===== src/rtl/eth_rx_port_arbiter.sv =====
// rtl/eth_rx_port_arbiter.sv - frame-granular round-robin arbiter sharing one frame formatter among MAC RX ports
module eth_rx_port_arbiter #(
    parameter int NUM_PORTS       = 4,
    parameter int PORT_ID_W       = $clog2(NUM_PORTS),
    parameter int MAC_INTERFACE_W = 64,
    parameter int MTU_SIZE_W      = 14,
    parameter int MAC_PADBYTES_W  = 3
) (
    input  logic                                  clk,
    input  logic                                  rst_n,
    input  logic [NUM_PORTS-1:0]                  src_arb_val,
    input  logic [NUM_PORTS*MAC_INTERFACE_W-1:0]  src_arb_data,
    input  logic [NUM_PORTS*MTU_SIZE_W-1:0]       src_arb_frame_size,
    input  logic [NUM_PORTS-1:0]                  src_arb_data_last,
    input  logic [NUM_PORTS*MAC_PADBYTES_W-1:0]   src_arb_data_padbytes,
    output logic [NUM_PORTS-1:0]                  arb_src_rdy,
    output logic                                  arb_dst_val,
    output logic [MAC_INTERFACE_W-1:0]            arb_dst_data,
    output logic [MTU_SIZE_W-1:0]                 arb_dst_frame_size,
    output logic                                  arb_dst_data_last,
    output logic [MAC_PADBYTES_W-1:0]             arb_dst_data_padbytes,
    input  logic                                  dst_arb_rdy,
    output logic [PORT_ID_W-1:0]                  arb_dst_port_id,
    output logic [31:0]                           arb_frames_done
);

    typedef enum logic {ARB, STREAM} state_t;

    state_t               state;
    state_t               state_nxt;
    logic [PORT_ID_W-1:0] grant_idx;
    logic [PORT_ID_W-1:0] rr_ptr;
    logic [31:0]          frames_done;

    logic [MAC_INTERFACE_W-1:0] data_a [NUM_PORTS];
    logic [MTU_SIZE_W-1:0]      size_a [NUM_PORTS];
    logic [MAC_PADBYTES_W-1:0]  pad_a  [NUM_PORTS];

    logic                 arb_found;
    logic [PORT_ID_W-1:0] arb_winner;
    logic [PORT_ID_W-1:0] cand;
    logic                 last_accept;

    // Unpack the flat per-port buses so the granted port can be selected by index.
    for (genvar g = 0; g < NUM_PORTS; g++) begin : g_unpack
        assign data_a[g] = src_arb_data[g*MAC_INTERFACE_W +: MAC_INTERFACE_W];
        assign size_a[g] = src_arb_frame_size[g*MTU_SIZE_W +: MTU_SIZE_W];
        assign pad_a[g]  = src_arb_data_padbytes[g*MAC_PADBYTES_W +: MAC_PADBYTES_W];
    end

    // Round-robin search: first requesting port at or above rr_ptr, wrapping modulo NUM_PORTS.
    always_comb begin
        arb_found  = 1'b0;
        arb_winner = '0;
        cand       = '0;
        for (int k = 0; k < NUM_PORTS; k++) begin
            cand = PORT_ID_W'((int'(rr_ptr) + k) % NUM_PORTS);
            if (!arb_found && src_arb_val[cand]) begin
                arb_found  = 1'b1;
                arb_winner = cand;
            end
        end
    end

    assign last_accept = (state == STREAM) && src_arb_val[grant_idx] && dst_arb_rdy
                         && src_arb_data_last[grant_idx];

    // State register.
    always_ff @(posedge clk) begin
        if (!rst_n) begin
            state <= ARB;
        end else begin
            state <= state_nxt;
        end
    end

    // Next state: hold the grant for the whole frame, release only on an accepted last beat.
    always_comb begin
        state_nxt = state;
        case (state)
            ARB:     if (arb_found)   state_nxt = STREAM;
            STREAM:  if (last_accept) state_nxt = ARB;
            default: state_nxt = ARB;
        endcase
    end

    // Outputs: pass the granted port straight through while streaming, quiet zeros while arbitrating.
    always_comb begin
        arb_src_rdy           = '0;
        arb_dst_val           = 1'b0;
        arb_dst_data          = '0;
        arb_dst_frame_size    = '0;
        arb_dst_data_last     = 1'b0;
        arb_dst_data_padbytes = '0;
        if (state == STREAM) begin
            arb_src_rdy           = dst_arb_rdy ? (NUM_PORTS'(1) << grant_idx) : '0;
            arb_dst_val           = src_arb_val[grant_idx];
            arb_dst_data          = data_a[grant_idx];
            arb_dst_frame_size    = size_a[grant_idx];
            arb_dst_data_last     = src_arb_data_last[grant_idx];
            arb_dst_data_padbytes = pad_a[grant_idx];
        end
    end

    // Grant capture, round-robin pointer advance and completed-frame counter.
    always_ff @(posedge clk) begin
        if (!rst_n) begin
            grant_idx   <= '0;
            rr_ptr      <= '0;
            frames_done <= '0;
        end else begin
            if (state == ARB && arb_found) begin
                grant_idx <= arb_winner;
            end
            if (last_accept) begin
                rr_ptr      <= (grant_idx == PORT_ID_W'(NUM_PORTS - 1)) ? '0 : grant_idx + 1'b1;
                frames_done <= frames_done + 32'd1;
            end
        end
    end

    assign arb_dst_port_id = grant_idx;
    assign arb_frames_done = frames_done;

endmodule

===== config.mk =====
export PLATFORM = sky130hd
export DESIGN_NAME = eth_rx_port_arbiter
export DESIGN_NICKNAME = d
export VERILOG_FILES = /design/src/rtl/eth_rx_port_arbiter.sv
export SDC_FILE = /design/constraint.sdc
export NUM_CORES = 1
export LEC_CHECK = 0
export ABC_CLOCK_PERIOD_IN_PS = 5850
export CORE_AREA = 2 2 176 178
export DETAILED_ROUTE_END_ITERATION = 7
export DIE_AREA = 0 0 178 180
export GPL_ROUTABILITY_DRIVEN = 0
export HOLD_SLACK_MARGIN = 0.03
export SETUP_SLACK_MARGIN = 0.4
export SYNTH_ARGS = -nofsm -noshare
export SYNTH_HDL_FRONTEND = slang
export SYNTH_SLANG_ARGS = --single-unit

===== constraint.sdc =====
create_clock -name clk -period 5.85 [get_ports clk]
set_input_delay 1.755 -clock clk [delete_from_list [all_inputs] [get_ports clk]]
set_output_delay 1.755 -clock clk [all_outputs]
set_load 0.05 [all_outputs]

==> Word level (Yosys, flattened, before mapping) <==
Cells that the tools add are included.
{ "totals": {"in_bits": 335, "register_bits": 37} }
{ "classes": {"bitwise": 2, "n_reduce_logical": 10, "muxes": 40, "shift": 1, "n_lt_le_gt_ge": 6, "n_eq_ne": 1, "n_addsub": 5} }
{ "op_table": {"columns": ["operator", "n"], "rows": [
  ["$mux W64", 3],
  ["$bmux W64 S2", 1],
  ["$mux W14", 3],
  ["$add A32 B1 Y32 const B", 1],
  ["$bmux W14 S2", 1],
  ["$lt A2 B3 Y1 const B", 5],
  ["$mux W1", 14],
  ["$bmux W1 S2", 6],
  ["$mux W2", 5],
  ["$mux W3", 3],
  ["$mux W4", 2],
  ["$logic_and A1 B1 Y1", 7],
  ["$bmux W3 S2", 1],
  ["$add A2 B1 Y2 const B", 2],
  ["$add A2 B2 Y2 const B", 2],
  ["$shl A1 B2 Y4 const A", 1],
  ["$ge A3 B3 Y1 const B", 1],
  ["$logic_not A1 Y1", 3],
  ["$not A2 Y3", 1],
  ["$eq A2 B2 Y1 const B", 1],
  ["$pmux W1 S2", 1],
  ["$not A1 Y1", 1]
]} }

==> Logic depth before layout (Yosys ltp) <==
{ "logic_depth": {"word_depth": 14, "mapped_depth": 7, "ltp_nobuf": 5} }

==> Least setup slack after synthesis <==
OpenSTA, ideal clock, no wires.
{ "synth_timing": {"path_type": "input -> output", "from": "input port src_arb_data_last[3]", "to": "output port arb_dst_data_last", "path_slack_ps": 1318, "t_arrival_ps": 2777, "path_stages": 3, "path_cell_list": "mux4_2 > buf_4 > and2_1"} }
{ "synth_between": {"elab_chain_cells": 3} }
{ "synth_lines": {"columns": ["item", "line_no", "text"], "rows": [
  ["start: declaration", "14", "input logic [NUM_PORTS-1:0] src_arb_data_last,"],
  ["$bmux W1 S2", "100", "arb_dst_data_last = src_arb_data_last[grant_idx];"],
  ["$mux W1 (implied by the code)", "100", null],
  ["$mux W1", "95", "if (state == STREAM) begin"],
  ["end: declaration", "20", "output logic arb_dst_data_last,"]
]} }
Every way passes these cells. The select of a mux whose other input is x is not followed.

==> Worst setup path after layout <==
{ "layout_timing": {"from": "input port src_arb_data[4]", "to": "output port arb_dst_data[4]"} }
{ "layout_between": {"elab_chain_cells": 4} }
{ "layout_lines": {"columns": ["item", "line_no", "text"], "rows": [
  ["start: declaration", "12", "input logic [NUM_PORTS*MAC_INTERFACE_W-1:0] src_arb_data,"],
  ["$bmux W64 S2", "98", "arb_dst_data = data_a[grant_idx];"],
  ["$mux W64 (implied by the code) (2 in series)", "98", null],
  ["$mux W64", "95", null],
  ["end: declaration", "18", "output logic [MAC_INTERFACE_W-1:0] arb_dst_data,"]
]} }
Every way passes these cells. The select of a mux whose other input is x is not followed.

==> flow_metrics.env <==
export IMPL_syn_area_sq_um=4390
export IMPL_via_count=5507
export IMPL_drt_first_pass_iters=4
export IMPL_hold_depth=2
export IMPL_area_delta_synth_final_pct=116
export IMPL_ir_drop_v=0.0000908
export IMPL_synth_compound_area_share_pct=7.03
export IMPL_crit_required_ns=4.09
export IMPL_maxCapViolations=0
export IMPL_clk_latency_ns=0.28
export IMPL_power_density_nw_per_um2=138
export IMPL_layout_min_cycle_time_ns=5.36
export IMPL_vias_per_cell=4.38
export IMPL_r2r_start="arb_dst_port_id[0]$_SDFFE_PN0P_"
export IMPL_final_setup_viol_count=0
export IMPL_synth_cell_type_count=40
export IMPL_drcViolationCount=0
export IMPL_synth_edf_count=0
export IMPL_synth_ff_latch_count=37
export IMPL_portBuffers=455
export IMPL_ys_seq_area_share_pct=16.9
export IMPL_synthCells=425
export IMPL_grt_start_max_net_pins=59
export IMPL_path_clk_slew_ns=0.06
export IMPL_path_max_fanout=1
export IMPL_muxShareOfSynthArea_pct=43.2
export IMPL_antenna_left=0
export IMPL_syn_area_per_cell_sq_um=10.3
export IMPL_grt_pass1_vias=5695
export IMPL_synth_area_leaders="mux4_2 42%, dfxtp_1 17%, and2_1 12%, a21oi_1 3.1%, or3_1 2.0%"
export IMPL_p_clk_share_pct=21.1
export IMPL_path_class="in -> out"
export IMPL_synthAdderAreaFrac_pct=1.42
export IMPL_hpwl_mm=23.3
export IMPL_core_sq_um=30200
export IMPL_yosys_area_top_type_share_pct=42.0
export IMPL_reg2reg_to="arb_frames_done[21]$_SDFFE_PN0P_"
export IMPL_fin_nets=1196
export IMPL_synth_top_family_by_area="multiplexers"
export IMPL_switching_share_pct=36.4
export IMPL_yosys_area_share_simple_pct=24.8
export IMPL_cts_sinks=37
export IMPL_finalHoldViolCount=0
export IMPL_cp_end_kind="output port"
export IMPL_yosysWarnings=0
export IMPL_die_area_sq_um=32000
export IMPL_grt_ovfl_total=0
export IMPL_rsz0062_at_grt="no"
export IMPL_drive_gt1_share_pct=13.7
export IMPL_timing_fmax_ghz=0.187
export IMPL_grt_pass1_wl_mm=37.9
export IMPL_fin_crit_sh_pct=91.7
export IMPL_relSlewSlack_pct=31.1
export IMPL_routed_wl_mm=27.3
export IMPL_hold_end="rr_ptr[0]$_SDFFE_PN0P_"
export IMPL_synthXorXnorAreaFrac_pct=1.79
export IMPL_crit_path_start_kind="primary input"
export IMPL_p_int_mw=0.837
export IMPL_root_buffer="clkbuf_16"
export IMPL_grt_use_met1_pct=19.9
export IMPL_row_count=64
export IMPL_hp_class="reg -> reg"
export IMPL_synth_ff_type="dfxtp_1"
export IMPL_busiest_layer="met2"
export IMPL_track_usage_pct=16.0
export IMPL_initial_core_util_pct=14.6
export IMPL_syn_nets=765
export IMPL_sequentialPowerShare_pct=21.0
export IMPL_io_pins=456
export IMPL_hold_buffers=0
export IMPL_cts_max_level=2
export IMPL_met2_usage_pct=26.4
export IMPL_cts_buffers=5
export IMPL_arrival_ns=3.61
export IMPL_reg2reg_depth=6
export IMPL_post_route_util_pct=31.5
export IMPL_worstMarginPinSlew_ns=1.03
export IMPL_die_h_um=180
export IMPL_leakagePower_nw=3.17
export IMPL_async_flop_share_pct=0
export IMPL_combPwrFrac_pct=57.9
export IMPL_cts_path_max_buffers=2
export IMPL_hp_start="rr_ptr[0]$_SDFFE_PN0P_"
export IMPL_cts_tree="yes"
export IMPL_synth_largest_area_cell="mux4_2"
export IMPL_die_x_um=178
export IMPL_rrSetupSlack_ns=2.57
export IMPL_p_sw_mw=0.480
export IMPL_drv_slew=0
export IMPL_initialDrtViolationCount=142
export IMPL_antenna_found_initial=12
export IMPL_setup_tns_ns=0
export IMPL_fin_skew_ns=0.00645
export IMPL_post_drt_wl_per_cell_um=21.7
export IMPL_met3_usage_pct=6.90
export IMPL_outcome="completed"
[registers in the layout (all words and copies together), names as in the netlist]
name / cells
arb_dst_port_id: 2
arb_frames_done: 32
rr_ptr: 2
state: 1
[stage by stage]
stage | total power [mW] | hold slack, ns | setup slack [ns] | area, sq um | instances
after floorplan | 0.659 | 0.432 | 1.32 | 4390 | 425
after global placement | 1.05 | 0.445 | 0.408 | 9350 | 1245
after detailed placement | 1.05 | 0.458 | 0.424 | 9350 | 1245
after CTS | 1.33 | 0.473 | 0.424 | 9500 | 1253
after global routing | 1.38 | 0.508 | 0.443 | 9510 | 1254
final | 1.32 | 0.478 | 0.488 | 9510 | 1256
[per-layer routing]
layer | vias to the layer above | wire length (um)
li1 | 2519 | -
met1 | 2709 | 11000
met2 | 241 | 12900
met3 | 26 | 3090
met4 | 12 | 204
met5 | - | 79
[cell usage after synthesis, types with 2 or more instances]
master and instances:
and2_1 84, mux4_2 82, dfxtp_1 37, a21oi_1 27, clkbuf_1 18, nand2_1 17
nor2_1 16, nand3_1 15, o21ai_0 14, or3_1 14, buf_2 12, inv_1 10
nand4_1 9, o31ai_1 8, or4_1 8, and3_1 7, xor2_1 6, buf_1 5
ha_1 5, mux2i_1 4, nand4_2 3, nor4_1 3, xnor2_1 3, buf_4 2
[final cells by class]
| cell class | count | area, sq um |
|---|---|---|
| clock inverter | 1 | 7.51 |
| multi-input combinational | 339 | 3440 |
| tap | 396 | 495 |
| timing repair buffer | 462 | 4630 |
| sequential | 37 | 749 |
| inverter | 11 | 41.3 |
| antenna | 3 | 7.51 |
| fill | 3129 | 20700 |
| clock buffer | 7 | 143 |
[worst max-delay path, cell delays in order]
cell             delay (ns)
clkdlybuf4s50_1        0.51
mux4_2                 0.48
and2_1                 0.16
clkdlybuf4s50_1        0.69
[how the worst max path moves through the flow]
stage	cells after the start	slack [ns]	endpoint	start
floorplan	3	1.32	arb_dst_data_last	src_arb_data_last[3]
global placement	4	0.41	arb_dst_frame_size[0]	src_arb_frame_size[28]
detailed placement	4	0.42	arb_dst_frame_size[0]	src_arb_frame_size[28]
CTS	4	0.42	arb_dst_frame_size[0]	src_arb_frame_size[28]
global route	5	0.44	arb_dst_val	src_arb_val[3]
finish	4	0.49	arb_dst_data[4]	src_arb_data[4]
[cells in the final DEF, fill, tap and decap left out, types with 2 or more instances in the layout]
cell	synthesis	routed
clkdlybuf4s50_1	0	444
and2_1	84	84
mux4_2	82	82
dfxtp_1	37	34
a21oi_1	27	27
nand2_1	17	17
nor2_1	16	16
nand3_1	15	15
o21ai_0	14	14
or3_1	14	14
buf_4	2	13
inv_1	10	10
nand4_1	9	9
o31ai_1	8	8
or4_1	8	8
and3_1	7	7
xor2_1	6	6
ha_1	5	5
clkbuf_16	0	5
mux2i_1	4	4
diode_2	0	3
nand4_2	3	3
nor4_1	3	3
xnor2_1	3	3
buf_12	0	3
dfxtp_4	0	2
dlymetal6s2s_1	0	2
[cell families after synthesis]
| logic type | after synthesis |
|---|---|
| buf+inv | 49 |
| mux | 87 |
| fa+ha+maj | 5 |
| simple gates | 184 |
| flops | 37 |
| compound gates | 54 |
| xor+xnor | 9 |
[power by group through the flow]
stage | combinational, mW | clock [mW] | sequential (mW)
after floorplan | 0.393 | 0 | 0.266
after global placement | 0.764 | 0 | 0.284
after detailed placement | 0.769 | 0 | 0.284
after CTS | 0.771 | 0.283 | 0.278
after global routing | 0.801 | 0.297 | 0.280
final | 0.763 | 0.278 | 0.276
[what timing repair did]
item                       in CTS  in global routing
setup buffers                   0                  0
setup endpoints to repair       0                  2
resized for setup               0                  2
Power figures use the tool's default switching activity.
